===== config.mk =====
export PLATFORM = sky130hd
export DESIGN_NAME = csr_addr_router
export DESIGN_NICKNAME = d
export VERILOG_FILES = /design/src/rtl/csr_addr_router.sv
export SDC_FILE = /design/constraint.sdc
export NUM_CORES = 1
export LEC_CHECK = 0
export ABC_AREA = 1
export CORE_MARGIN = 1
export CORE_UTILIZATION = 49
export DETAILED_ROUTE_END_ITERATION = 10
export PLACE_DENSITY = 0.87
export REMOVE_ABC_BUFFERS = 1
export SLEW_MARGIN = 20
export SYNTH_ARGS = -nofsm -noshare
export SYNTH_HDL_FRONTEND = slang
export SYNTH_SLANG_ARGS = --single-unit

===== constraint.sdc =====
create_clock -name clk_i -period 5.7 [get_ports clk_i]
set_clock_uncertainty 0.2 [all_clocks]
set_input_delay 1.14 -clock clk_i [delete_from_list [all_inputs] [get_ports clk_i]]
set_output_delay 1.14 -clock clk_i [all_outputs]
set_load 0.005 [all_outputs]

===== src/rtl/csr_addr_router.sv =====
// csr_addr_router
//   Routes one master CSR access at a time to one of SLAVE_CNT regfile ports.
//   Slave k owns the address window [base[k], base[k+1]). The lowest matching
//   k wins, and an empty window never matches. An address at or above
//   base[SLAVE_CNT], or one that matches no window, is unmapped.
//
//   Transaction timeline (cycle 0 is the cycle in which the strobe is accepted):
//     cycle 0      : IDLE. The request is decoded and registered.
//     cycle 1      : ISSUE. A one-cycle s_rd_o[k] or s_wr_o[k] pulse is
//                    driven when the address hits a slave.
//     cycle 2..    : WAIT, used only for mapped reads whose data did not come
//                    back during ISSUE.
//     RESP (1 cyc) : single-cycle m_rdval_o and/or m_err_o pulse. The FSM
//                    then returns to IDLE.
//
//   Handshake: m_rd_i/m_wr_i are sampled only on a rising edge where
//   m_ready_o=1, and m_ready_o is high only in IDLE. If both strobes are high,
//   the access is a read and the write is dropped. s_rdval_i is looked at
//   only in ISSUE/WAIT, and only for the selected slave.
//
// Optional feature (macro CSR_ADDR_ROUTER_TIMEOUT_EN):
//   When this macro is defined, a read that has waited TIMEOUT WAIT cycles
//   ends with an error response. When it is undefined, WAIT is left only when
//   the slave returns data.
//
// Ports:
//   clk_i, rst_n_i           clock, asynchronous active-low reset
//   base_addr_i              (SLAVE_CNT+1) packed ascending base addresses
//   m_addr_i/m_wdata_i/m_be_i master request fields
//   m_rd_i/m_wr_i            master strobes
//   m_ready_o                router idle, able to accept a request
//   m_rdata_o/m_rdval_o/m_err_o  master response
//   s_addr_o/s_wdata_o/s_be_o    broadcast to slaves (address is the offset)
//   s_rd_o/s_wr_o            one-hot per-slave strobes
//   s_rdata_i/s_rdval_i      per-slave read return
//   dbg_state_o              current FSM state (0 IDLE,1 ISSUE,2 WAIT,3 RESP)
module csr_addr_router #(
  parameter int                SLAVE_CNT = 3,
  parameter int                ADDR_W    = 10,
  parameter int                DATA_W    = 16,
  parameter int                TIMEOUT   = 255,
  parameter logic [DATA_W-1:0] ERR_RDATA = {DATA_W{1'b1}}
) (
  input  logic                            clk_i,
  input  logic                            rst_n_i,
  input  logic [(SLAVE_CNT+1)*ADDR_W-1:0] base_addr_i,
  input  logic [ADDR_W-1:0]               m_addr_i,
  input  logic [DATA_W-1:0]               m_wdata_i,
  input  logic [DATA_W/8-1:0]             m_be_i,
  input  logic                            m_rd_i,
  input  logic                            m_wr_i,
  output logic                            m_ready_o,
  output logic [DATA_W-1:0]               m_rdata_o,
  output logic                            m_rdval_o,
  output logic                            m_err_o,
  output logic [ADDR_W-1:0]               s_addr_o,
  output logic [DATA_W-1:0]               s_wdata_o,
  output logic [DATA_W/8-1:0]             s_be_o,
  output logic [SLAVE_CNT-1:0]            s_rd_o,
  output logic [SLAVE_CNT-1:0]            s_wr_o,
  input  logic [SLAVE_CNT*DATA_W-1:0]     s_rdata_i,
  input  logic [SLAVE_CNT-1:0]            s_rdval_i,
  output logic [1:0]                      dbg_state_o
);

  localparam int IDX_W = (SLAVE_CNT > 1) ? $clog2(SLAVE_CNT) : 1;

  // The counter is 16 bits wide, so TIMEOUT must lie in 1..65535.
  if ((TIMEOUT < 1) || (TIMEOUT > 65535)) begin : g_bad_timeout
    $error("csr_addr_router: TIMEOUT out of range");
  end

  typedef enum logic [1:0] {
    ST_IDLE  = 2'd0,
    ST_ISSUE = 2'd1,
    ST_WAIT  = 2'd2,
    ST_RESP  = 2'd3
  } state_t;

  state_t           state;
  logic             cur_rd;
  logic             cur_hit;
  logic [IDX_W-1:0] cur_idx;

  // Decode of the incoming address. It feeds only registers.
  logic                 dec_hit;
  logic [IDX_W-1:0]     dec_idx;
  logic [ADDR_W-1:0]    dec_off;
  logic [SLAVE_CNT-1:0] dec_onehot;

  // Return path for the slave that was latched at accept.
  logic              sel_rdval;
  logic [DATA_W-1:0] sel_rdata;

  // The loop runs downward so that the lowest matching k is written last and wins.
  always_comb begin
    dec_hit    = 1'b0;
    dec_idx    = '0;
    dec_off    = '0;
    dec_onehot = '0;
    for (int k = SLAVE_CNT - 1; k >= 0; k--) begin
      if ((m_addr_i >= base_addr_i[k*ADDR_W +: ADDR_W]) &&
          (m_addr_i <  base_addr_i[(k+1)*ADDR_W +: ADDR_W])) begin
        dec_hit = 1'b1;
        dec_idx = IDX_W'(k);
        dec_off = m_addr_i - base_addr_i[k*ADDR_W +: ADDR_W];
      end
    end
    dec_onehot[dec_idx] = 1'b1;
  end

  always_comb begin
    sel_rdval = 1'b0;
    sel_rdata = '0;
    for (int k = 0; k < SLAVE_CNT; k++) begin
      if (cur_idx == IDX_W'(k)) begin
        sel_rdval = s_rdval_i[k];
        sel_rdata = s_rdata_i[k*DATA_W +: DATA_W];
      end
    end
  end

`ifdef CSR_ADDR_ROUTER_TIMEOUT_EN
  logic [15:0] wait_cnt;
`endif

  always_ff @(posedge clk_i or negedge rst_n_i) begin
    if (!rst_n_i) begin
      state     <= ST_IDLE;
      cur_rd    <= 1'b0;
      cur_hit   <= 1'b0;
      cur_idx   <= '0;
      m_ready_o <= 1'b1;
      m_rdata_o <= '0;
      m_rdval_o <= 1'b0;
      m_err_o   <= 1'b0;
      s_addr_o  <= '0;
      s_wdata_o <= '0;
      s_be_o    <= '0;
      s_rd_o    <= '0;
      s_wr_o    <= '0;
`ifdef CSR_ADDR_ROUTER_TIMEOUT_EN
      wait_cnt  <= '0;
`endif
    end else begin
      // Strobes and response flags are single-cycle pulses by default.
      s_rd_o    <= '0;
      s_wr_o    <= '0;
      m_rdval_o <= 1'b0;
      m_err_o   <= 1'b0;
      case (state)
        ST_IDLE: begin
          if (m_rd_i || m_wr_i) begin
            state     <= ST_ISSUE;
            m_ready_o <= 1'b0;
            cur_rd    <= m_rd_i;
            cur_hit   <= dec_hit;
            cur_idx   <= dec_idx;
            // Slave-side fields change only when a slave is actually
            // accessed, so they keep the last issued values otherwise.
            if (dec_hit) begin
              s_addr_o  <= dec_off;
              s_wdata_o <= m_wdata_i;
              s_be_o    <= m_be_i;
              if (m_rd_i) s_rd_o <= dec_onehot;
              else        s_wr_o <= dec_onehot;
            end
          end
        end
        ST_ISSUE: begin
`ifdef CSR_ADDR_ROUTER_TIMEOUT_EN
          wait_cnt <= '0;
`endif
          if (!cur_rd) begin
            state   <= ST_RESP;
            m_err_o <= !cur_hit;
          end else if (!cur_hit) begin
            state     <= ST_RESP;
            m_rdval_o <= 1'b1;
            m_err_o   <= 1'b1;
            m_rdata_o <= ERR_RDATA;
          end else if (sel_rdval) begin
            state     <= ST_RESP;
            m_rdval_o <= 1'b1;
            m_rdata_o <= sel_rdata;
          end else begin
            state <= ST_WAIT;
          end
        end
        ST_WAIT: begin
          if (sel_rdval) begin
            state     <= ST_RESP;
            m_rdval_o <= 1'b1;
            m_rdata_o <= sel_rdata;
          end
`ifdef CSR_ADDR_ROUTER_TIMEOUT_EN
          // wait_cnt holds the number of WAIT cycles already spent, so the
          // TIMEOUT-th silent cycle is the one that gives up.
          else if (wait_cnt == 16'(TIMEOUT - 1)) begin
            state     <= ST_RESP;
            m_rdval_o <= 1'b1;
            m_err_o   <= 1'b1;
            m_rdata_o <= ERR_RDATA;
          end else begin
            wait_cnt <= wait_cnt + 16'd1;
          end
`endif
        end
        ST_RESP: begin
          state     <= ST_IDLE;
          m_ready_o <= 1'b1;
        end
        default: begin
          state     <= ST_IDLE;
          m_ready_o <= 1'b1;
        end
      endcase
    end
  end

  assign dbg_state_o = state;

endmodule


==> results of run 1 <==
==> per-layer routing <==
metal  vias up  GRT usage, %  share of wire, %
li1       2639             -                 -
met1      2392          34.3                40
met2       202          54.4                50
met3        41          6.21               7.2
met4         0          14.9               3.6
met5         -             0                 0
==> power breakdown <==
group / switching, mW / total [mW] / internal [mW] / leakage [nW]
logic: 0.637 / 1.26 / 0.620 / 2.75
clock network: 0.167 / 0.435 / 0.268 / 0.115
registers: 0.123 / 0.732 / 0.609 / 0.731
total: 0.927 / 2.42 / 1.50 / 3.60
==> worst paths after layout <==
kind	start	to	cells after the start
worst max-delay path	m_addr_i[1]	s_addr_o[9]$_DFFE_PN0P_	13
worst min-delay path	s_wdata_o[1]$_DFFE_PN0P_	s_wdata_o[1]$_DFFE_PN0P_	2
worst max register to register	dbg_state_o[0]$_DFFE_PN0P_	s_addr_o[9]$_DFFE_PN0P_	9
worst min register to register	s_wdata_o[1]$_DFFE_PN0P_	s_wdata_o[1]$_DFFE_PN0P_	2
max in group asynchronous	rst_n_i	s_wdata_o[2]$_DFFE_PN0P_	2
min in group asynchronous	rst_n_i	s_rd_o[1]$_DFF_PN0_	2
==> worst reg2reg max path, stage by stage (launching register included) <==
cell and delay (ns):
dfrtp_1 0.43, inv_1 0.13, ha_1 0.24, inv_1 0.11, nor2_1 0.36, nand2_2 0.47
inv_2 0.52, nand2_1 0.12, nor2_1 0.13, nor2_1 0.05
==> cells in the mapped netlist <==
cell        n
nand4_1     7
o211ai_1    2
or2_1       2
dfstp_2     1
o21ai_1     4
fa_1        3
nor2_2      3
xor2_1     11
buf_2       2
o21ai_0    16
nand2_2    16
a221oi_1    1
a31oi_1     1
a21oi_1    25
buf_6       6
buf_12      1
inv_1      93
nand2_1   279
nor2_1     74
nand3_4     1
a21o_1      5
dfrtp_1    58
a21oi_2     1
inv_2       3
clkbuf_1    5
nand3_1    55
o21bai_1    6
ha_1       43
xnor2_1     6
or2_2       2
==> kinds of logic after synthesis <==
| family | after synthesis | synth area share, % |
|---|---|---|
| AND/OR/NAND/NOR | 439 | 37.2 |
| buffers and inverters | 110 | 9.82 |
| flip-flops | 59 | 30.4 |
| XOR/XNOR | 17 | 3.07 |
| AO/OA/AOI/OAI | 61 | 7.14 |
| adder cells (fa/ha/maj) | 46 | 12.3 |
==> per-stage QoR <==
stage          utilization, %  worst slack (ns)  area [sq um]
6_report                 73.3              1.40          6900
5_1_grt                  73.3              1.15          6900
4_1_cts                  73.3              1.43          6900
3_5_place_dp             70.9              1.07          6670
3_3_place_gp             70.9              1.18          6670
2_1_floorplan               -              2.15          4740
==> flip-flops by register name, summed over array words and instances, names as in the netlist <==
register,cells
cur_idx,2
s_be_o,2
m_err_o,1
dbg_state_o,2
s_wdata_o,16
cur_hit,1
s_wr_o,3
s_addr_o,10
m_rdval_o,1
m_rdata_o,16
m_ready_o,1
cur_rd,1
s_rd_o,3
==> cells in the final DEF (no fill, tap or decap), types with 2 or more instances in the layout <==
cell             synthesis  final
nand2_1                279    279
clkdlybuf4s50_1          0    176
inv_1                   93     93
nor2_1                  74     73
dfrtp_1                 58     58
nand3_1                 55     55
ha_1                    43     43
a21oi_1                 25     25
nand2_2                 16     16
o21ai_0                 16     16
xor2_1                  11     11
clkbuf_8                 0     11
nand4_1                  7      7
o21bai_1                 6      6
xnor2_1                  6      6
a21o_1                   5      5
nor2_2                   3      4
o21ai_1                  4      4
inv_2                    3      3
fa_1                     3      3
o211ai_1                 2      2
or2_2                    2      2
or2_1                    2      2
bufinv_16                0      2
==> layout make-up <==
class | count | share of cell area [%]
well taps | 129 | 2.34
inverters | 96 | 5.22
clock buffers | 11 | 2.19
clock inverters | 4 | 1.07
flip-flops and latches | 59 | 21.4
repair buffers | 178 | 25.7
multi-input cells | 563 | 42.0
==> results.md, run 1 <==
Outcome:
- The flow ran to the end, and the final reports show no timing, DRC or antenna violations.

Layout:
- The register area is 0.00148 sq mm.
- The diode insertion count for antenna repair is 0.
- Cells with a size suffix above 1 make up 4.94% of the layout.
- In the final layout, the multi-input gates occupy 0.00290 sq mm.
- The finished layout holds 1040 standard cells, fillers aside.
- After filler insertion, the fill cell instance count of the layout stands at 751.
- The area overhead of the layout relative to synthesis is 42.2%.
- The final-stage net count is 1076.

Yosys:
- The Yosys step of the flow raised 0 warnings.
- The number of storage elements in the synthesis netlist is 59.
- dfrtp_1 takes more of the synthesized area than any other cell.
- The mean cell area of the mapped netlist is 6.63 sq um.
- The area share of the largest cell type after synthesis is 29.9%.
- The synthesized netlist occupies a cell area of 0.00485 sq mm.
- The netlist uses 30 different library cells.
- By area the synthesized netlist is led by dfrtp_1, nand2_1, ha_1.
- Summing the sequential cell areas from Yosys gives 30.4% of the chip area.
- After technology mapping, the gate count stands at 732.

Timing:
- The worst-margin pin slew is 0.741 ns.
- The accumulated negative setup slack is 0 ns.
- Across all hold checks on the routed design, the worst slack comes to 0.291 ns.
- Setup violations remaining at the end of the flow were counted as 0.
- The worst pin sits at a relative slew slack of 50.6%.
- Setup repair after global routing left no endpoint under its margin.
- The count of final max-slew check failures came to 0.
- The number of hold violations in the final report came to 0.
- Static timing analysis puts the maximum clock frequency at 232 MHz.
- The final critical path takes up 75.5% of the cycle.
- The minimum clock period after layout is 4.30 ns.

Die:
- The core region is 0.00942 sq mm.
- Measured along the x axis, the die boundary spans 102 um.
- The die is 102 um tall.
- The floorplan step defined a die boundary enclosing 0.0103 sq mm.
- The effective utilization at floorplan is 51.5%.
- After floorplanning, the core was divided into 35 placement rows.
- The number of placed I/O pins is 178.

Drt:
- The count of nets left with antenna violations once routing finished came out at 0.
- The routed wire length per instance is 14.4 um.
- The routed design has 15000 um of wire.
- The iteration count of the initial detailed-routing pass is 5.
- After the first detailed-routing iteration, the DRC count stood at 268.
- The total DRC errors in the routed layout is 0.
- The detailed router placed 5274 vias in this run.
- In the routed layout, each cell is associated on average with a via count of 5.07.

Clocking:
- Once the clock tree was built, the setup fixing pass inserted 0 buffers.
- Clock tree synthesis selected as its root buffer the cell clkbuf_8.
- The clock net in this run drives a total of 59 sinks.
- The clock latency at the later pin of the worst-skew pair is 0.33 ns.
- Counting along the longest clock path gives a buffer depth of 2.
- The clock edge transition at the registers on the reported setup and hold paths is 0.08 ns.
- Counting the buffers created by CTS gives 9.
- Gates resized during post-CTS repair numbered 0.
- The CTS tree is done.
- The count of hold buffers inserted by post-cts repair is 0.
- The number of H-tree levels is 3.

Worst setup path:
- The path type of the worst setup path is primary input to register.
- The sort of element at the end of the critical path is a register.
- The arrival time of the worst setup path is 4.33 ns.
- The biggest cell delay along the critical path is 0.69 ns.
- The kind of cell adding the most delay to the critical path is buffers and inverters.
- The sum of buffers and inverters on the critical path is 4.
- The critical path goes through clkdlybuf4s50_1 > inv_1 > fa_1 > inv_1 > nand3_1 > nand4_1 > nand2_2 > nand3_4 > nand2_2 > inv_2 > nand2_1 > nor2_1 > nor2_1.
- Along the worst path, the maximum fanout reaches 29.
- On the critical path, the stage with the largest delay is an instance of clkdlybuf4s50_1.
- The data required time of the critical path is 5.72 ns.
- The worst reg-to-reg setup slack is 2.84 ns.
- The startpoint type of the worst setup path is a primary input.

Global routing:
- The number of global-route vias before repair was 5176.
- The maximum number of pins on one net before global-route repair is 60.
- Global routing used 30.4% of the available tracks across all layers.
- The number of antenna violations at the first check in global routing came to 0.
- After global routing the overflow that remains totals 0.
- The global-route wire length before repair is 24100 um.

Min path:
- The classification of the worst-slack hold path is register to register.

Placement:
- The final estimated routing congestion in global placement is 0.972.
- The wire-length estimate of the detail-placed layout is 12400 um.
- In this run, placement finished with an instance count of 1025.
- The count of input and output buffers is 177.

Flow run:
- The total of max-cap violations is 0.

Pwr:
- The leakage dissipation is 3.60 nW.
- The overall power consumption is 2.42 mW.
- The power per unit of standard cell area is 351 mW/mm^2.
- IR analysis of the VDD net gives a maximum drop of 203 uV.
Note: power is estimated with default switching activity, not from simulation.
==> run 2, diff against run 1 <==
--- a/config.mk
+++ b/config.mk
@@ -7,9 +7,9 @@
 export LEC_CHECK = 0
 export ABC_AREA = 1
 export CORE_MARGIN = 1
-export CORE_UTILIZATION = 49
+export CORE_UTILIZATION = 41
 export DETAILED_ROUTE_END_ITERATION = 10
-export PLACE_DENSITY = 0.87
+export PLACE_DENSITY = 0.78
 export REMOVE_ABC_BUFFERS = 1
 export SLEW_MARGIN = 20
 export SYNTH_ARGS = -nofsm -noshare
==> constraint.sdc (replaced) <==
create_clock -name clk_i -period 3.46 [get_ports clk_i]
set_clock_uncertainty 0.2 [all_clocks]
set_input_delay 0.692 -clock clk_i [delete_from_list [all_inputs] [get_ports clk_i]]
set_output_delay 0.692 -clock clk_i [all_outputs]
set_load 0.005 [all_outputs]
==> run 2 against run 1 <==
Against the previous run: first-iteration DRC count up 13%; combinational power up 67%; sequential power up 64%; total power up 76%; final cell count up 2.2%; global-route usage down 6.7 points; via count down 1.4%; design area up 2.8%; critical endpoint unchanged; largest cell class unchanged.
==> results.md, run 2 (synthesis gave the netlist of run 1 again) <==
Outcome:
- The run finished with clean final reports.

Pwr:
- The clock network fraction of total power is 22.5%.
- After layout, the design draws a total of 4.26 mW.
- Summed over all nets, the switching power comes to 1.52 mW.
- The internal power contribution is 2.73 mW.
- Sequential cells account for 28.1% of the total power.
- Across the VDD grid, the largest voltage drop is 472 uV.
- The power per unit of standard cell area is 600 mW/mm^2.
- The switching portion of total power is 35.8%.
- The portion of total power attributed to combinational logic is 49.4%.
- Summed over all cells, the static leakage comes to 3.68 nW.

Die:
- The core region is 0.0115 sq mm.
- The area enclosed by the die boundary is 0.0123 sq mm.
- The number of placed I/O pins is 178.
- The row count is 39.
- The die height is 111 um.
- The die extent in x is 111 um.
- The initial utilization of the core area, before any placement, comes to 42.3%.

Timing:
- Once routing completed, OpenROAD measured the worst setup slack at 0.410 ns.
- The final clock period utilization by the worst path is 88.2%.
- Setup repair after global routing left no endpoint under its margin.
- For the pin with the worst max-slew slack, the measured transition is 0.741 ns.
- The accumulated negative setup slack is 0 ns.
- The number of hold violations in the final report is 0.
- The count of final max-slew check failures is 0.
- The count of final setup violators is 0.
- The minimum clock period after layout is 3.05 ns.
- The relative slew slack is 50.6%.
- The highest clock rate is 328 MHz.

Global routing:
- Entering global routing, the biggest net connects 60 pins.
- After global routing the overflow that remains totals 0.
- The total global-route track usage is 23.7%.
- The number of antenna violations at the first check in global routing came to 0.
- The number of global-route vias before repair came to 4980.
- The global-route wire length before repair is 23600 um.

Clocking:
- After clock tree synthesis, the clock-pin slew on the worst setup and hold paths is 0.05 ns.
- The count of hold buffers inserted by post-cts repair is 0.
- The post-CTS setup buffer count is 0.
- The H-tree generated during clock tree synthesis spans 3 levels.
- The total CTS buffers is 9.
- CTS placed an instance of clkbuf_16 at the clock tree root.
- For the worst-skew pair, the clock arrives at the later sink with an insertion delay of 0.32 ns.
- The clock sink total is 59.
- In this run the deepest clock path goes through 2 buffers.
- Once the clock tree was built, the resizer swapped 0 gates to a different size.
- The CTS tree is done.

Placement:
- The HPWL after detailed placement is 11800 um.
- The count of input and output buffers is 177.
- OpenSTA, run right after detailed placement, puts the worst setup slack at 0.0945 ns.
- At the end of routability-driven placement, the weighted congestion stood at 0.944.

Layout:
- The leading cell type in the layout, fill and taps excluded is nand2_1.
- The multi-input combinational cells in the finished layout cover a total of 0.00290 sq mm.
- Compared with the post-synthesis result, the final layout area differs by 46.1%.
- The fraction of final layout cells with drive strength greater than 1 is 5.65%.
- In the final layout, the registers with the most flip-flops are m_rdata_o: 16 flops, s_wdata_o: 16 flops, s_addr_o: 10 flops.
- The final-stage net count is 1084.
- In the layout the commonest cells are nand2_1, clkdlybuf4s50_1, inv_1.
- Fill cells in the final layout number 1058.
- 0 antenna diodes ended up in the layout.
- Across the whole layout, storage elements account for 0.00148 sq mm.

Drt:
- After detailed routing, the number of remaining DRC violations is 0.
- For this block, the routed nets add up to 14300 um of wire.
- The detail route stage leaves a number of antenna-violating nets equal to 0.
- The via count of the routed design is 5198.
- For this block, the initial DRC count from the detailed router was 303.
- The first TritonRoute pass finished after 5 iterations.
- The average vias per placed instance is 4.89.
- Dividing the detail-routed wire length by the instance count gives 13.4 um.

Flow run:
- The tool flagged a number of max-cap violations equal to 0.

Worst setup path:
- STA puts the critical path data arrival time at 3.06 ns.
- Of all nets on the critical path, the largest fanout is 27.
- STA puts the critical path data required time at 3.47 ns.
- The path type of the worst setup path is primary input to register.
- The sort of element at the end of the critical path is a register.
- The worst setup path is launched from a primary input.

Min path:
- The classification of the worst-slack hold path is register to register.
==> run 2: cell types whose count changed in the layout (fill, tap and decap cells not counted) <==
cell / before / now
buf_12: 0 / 1
buf_4: 1 / 8
clkbuf_1: 0 / 1
clkbuf_16: 0 / 9
clkbuf_8: 11 / 2
clkinv_4: 1 / 0
clkinvlp_4: 0 / 1
nor2_1: 73 / 74
nor2_2: 4 / 3
==> run 2: metrics by stage <==
stage	instance area, sq um	std cells	utilization [%]	hold slack (ns)
final	7090	1063	61.8	0.277
after global placement	6760	1047	59.0	0.261
after detailed placement	6760	1047	59.0	0.264
after floorplan	4740	718	-	0.196
after CTS	7090	1063	61.8	0.279
after global routing	7090	1063	61.8	0.291
==> run 2: path summary, 6_finish.rpt <==
path                                       startpoint                         end  slack, ns  cells after the start
setup / recovery                          m_addr_i[0]     s_addr_o[9]$_DFFE_PN0P_       0.41                     16
hold / removal               s_wdata_o[2]$_DFFE_PN0P_    s_wdata_o[2]$_DFFE_PN0P_       0.28                      2
setup reg to reg           dbg_state_o[0]$_DFFE_PN0P_     s_addr_o[9]$_DFFE_PN0P_       1.33                     10
hold reg to reg              s_wdata_o[2]$_DFFE_PN0P_    s_wdata_o[2]$_DFFE_PN0P_       0.28                      2
max in group asynchronous                     rst_n_i   s_wdata_o[14]$_DFFE_PN0P_       2.25                      2
min in group asynchronous                     rst_n_i  dbg_state_o[0]$_DFFE_PN0P_       0.31                      2
==> run 2: power groups by stage <==
stage                     Combinational, mW  Sequential (mW)  Clock, mW
after floorplan                        1.00             1.21          0
after global placement                 2.08             1.20          0
after detailed placement               2.11             1.21          0
after CTS                              2.12             1.20      0.978
after global routing                   2.34             1.24       1.00
final                                  2.10             1.20      0.955
==> run 2: cell type report <==
class                      instances  share of cell area, %
timing repair buffer             186                   26.0
inverter                          96                   5.08
clock buffer                      12                   3.62
clock inverter                     4                   1.02
multi-input combinational        563                   40.9
sequential                        59                   20.8
tap                              143                   2.52
==> run 2: metal layers <==
layer / track usage (%) / share of wire [%] / vias up
li1: - / - / 2658
met1: 28.8 / 43 / 2316
met2: 41.0 / 47 / 203
met3: 5.58 / 7.7 / 21
met4: 8.00 / 2.1 / 0
met5: 0 / 0 / -
==> run 2: worst max-delay path: stages <==
cell             delay (ns)
clkdlybuf4s50_1        0.39
inv_1                  0.17
ha_1                   0.20
inv_1                  0.07
fa_1                   0.42
nand3_1                0.13
inv_1                  0.04
nor2_1                 0.12
nand2_2                0.17
nand3_4                0.11
nand2_2                0.07
inv_2                  0.09
buf_12                 0.16
nand2_1                0.07
nor2_1                 0.09
nor2_1                 0.05
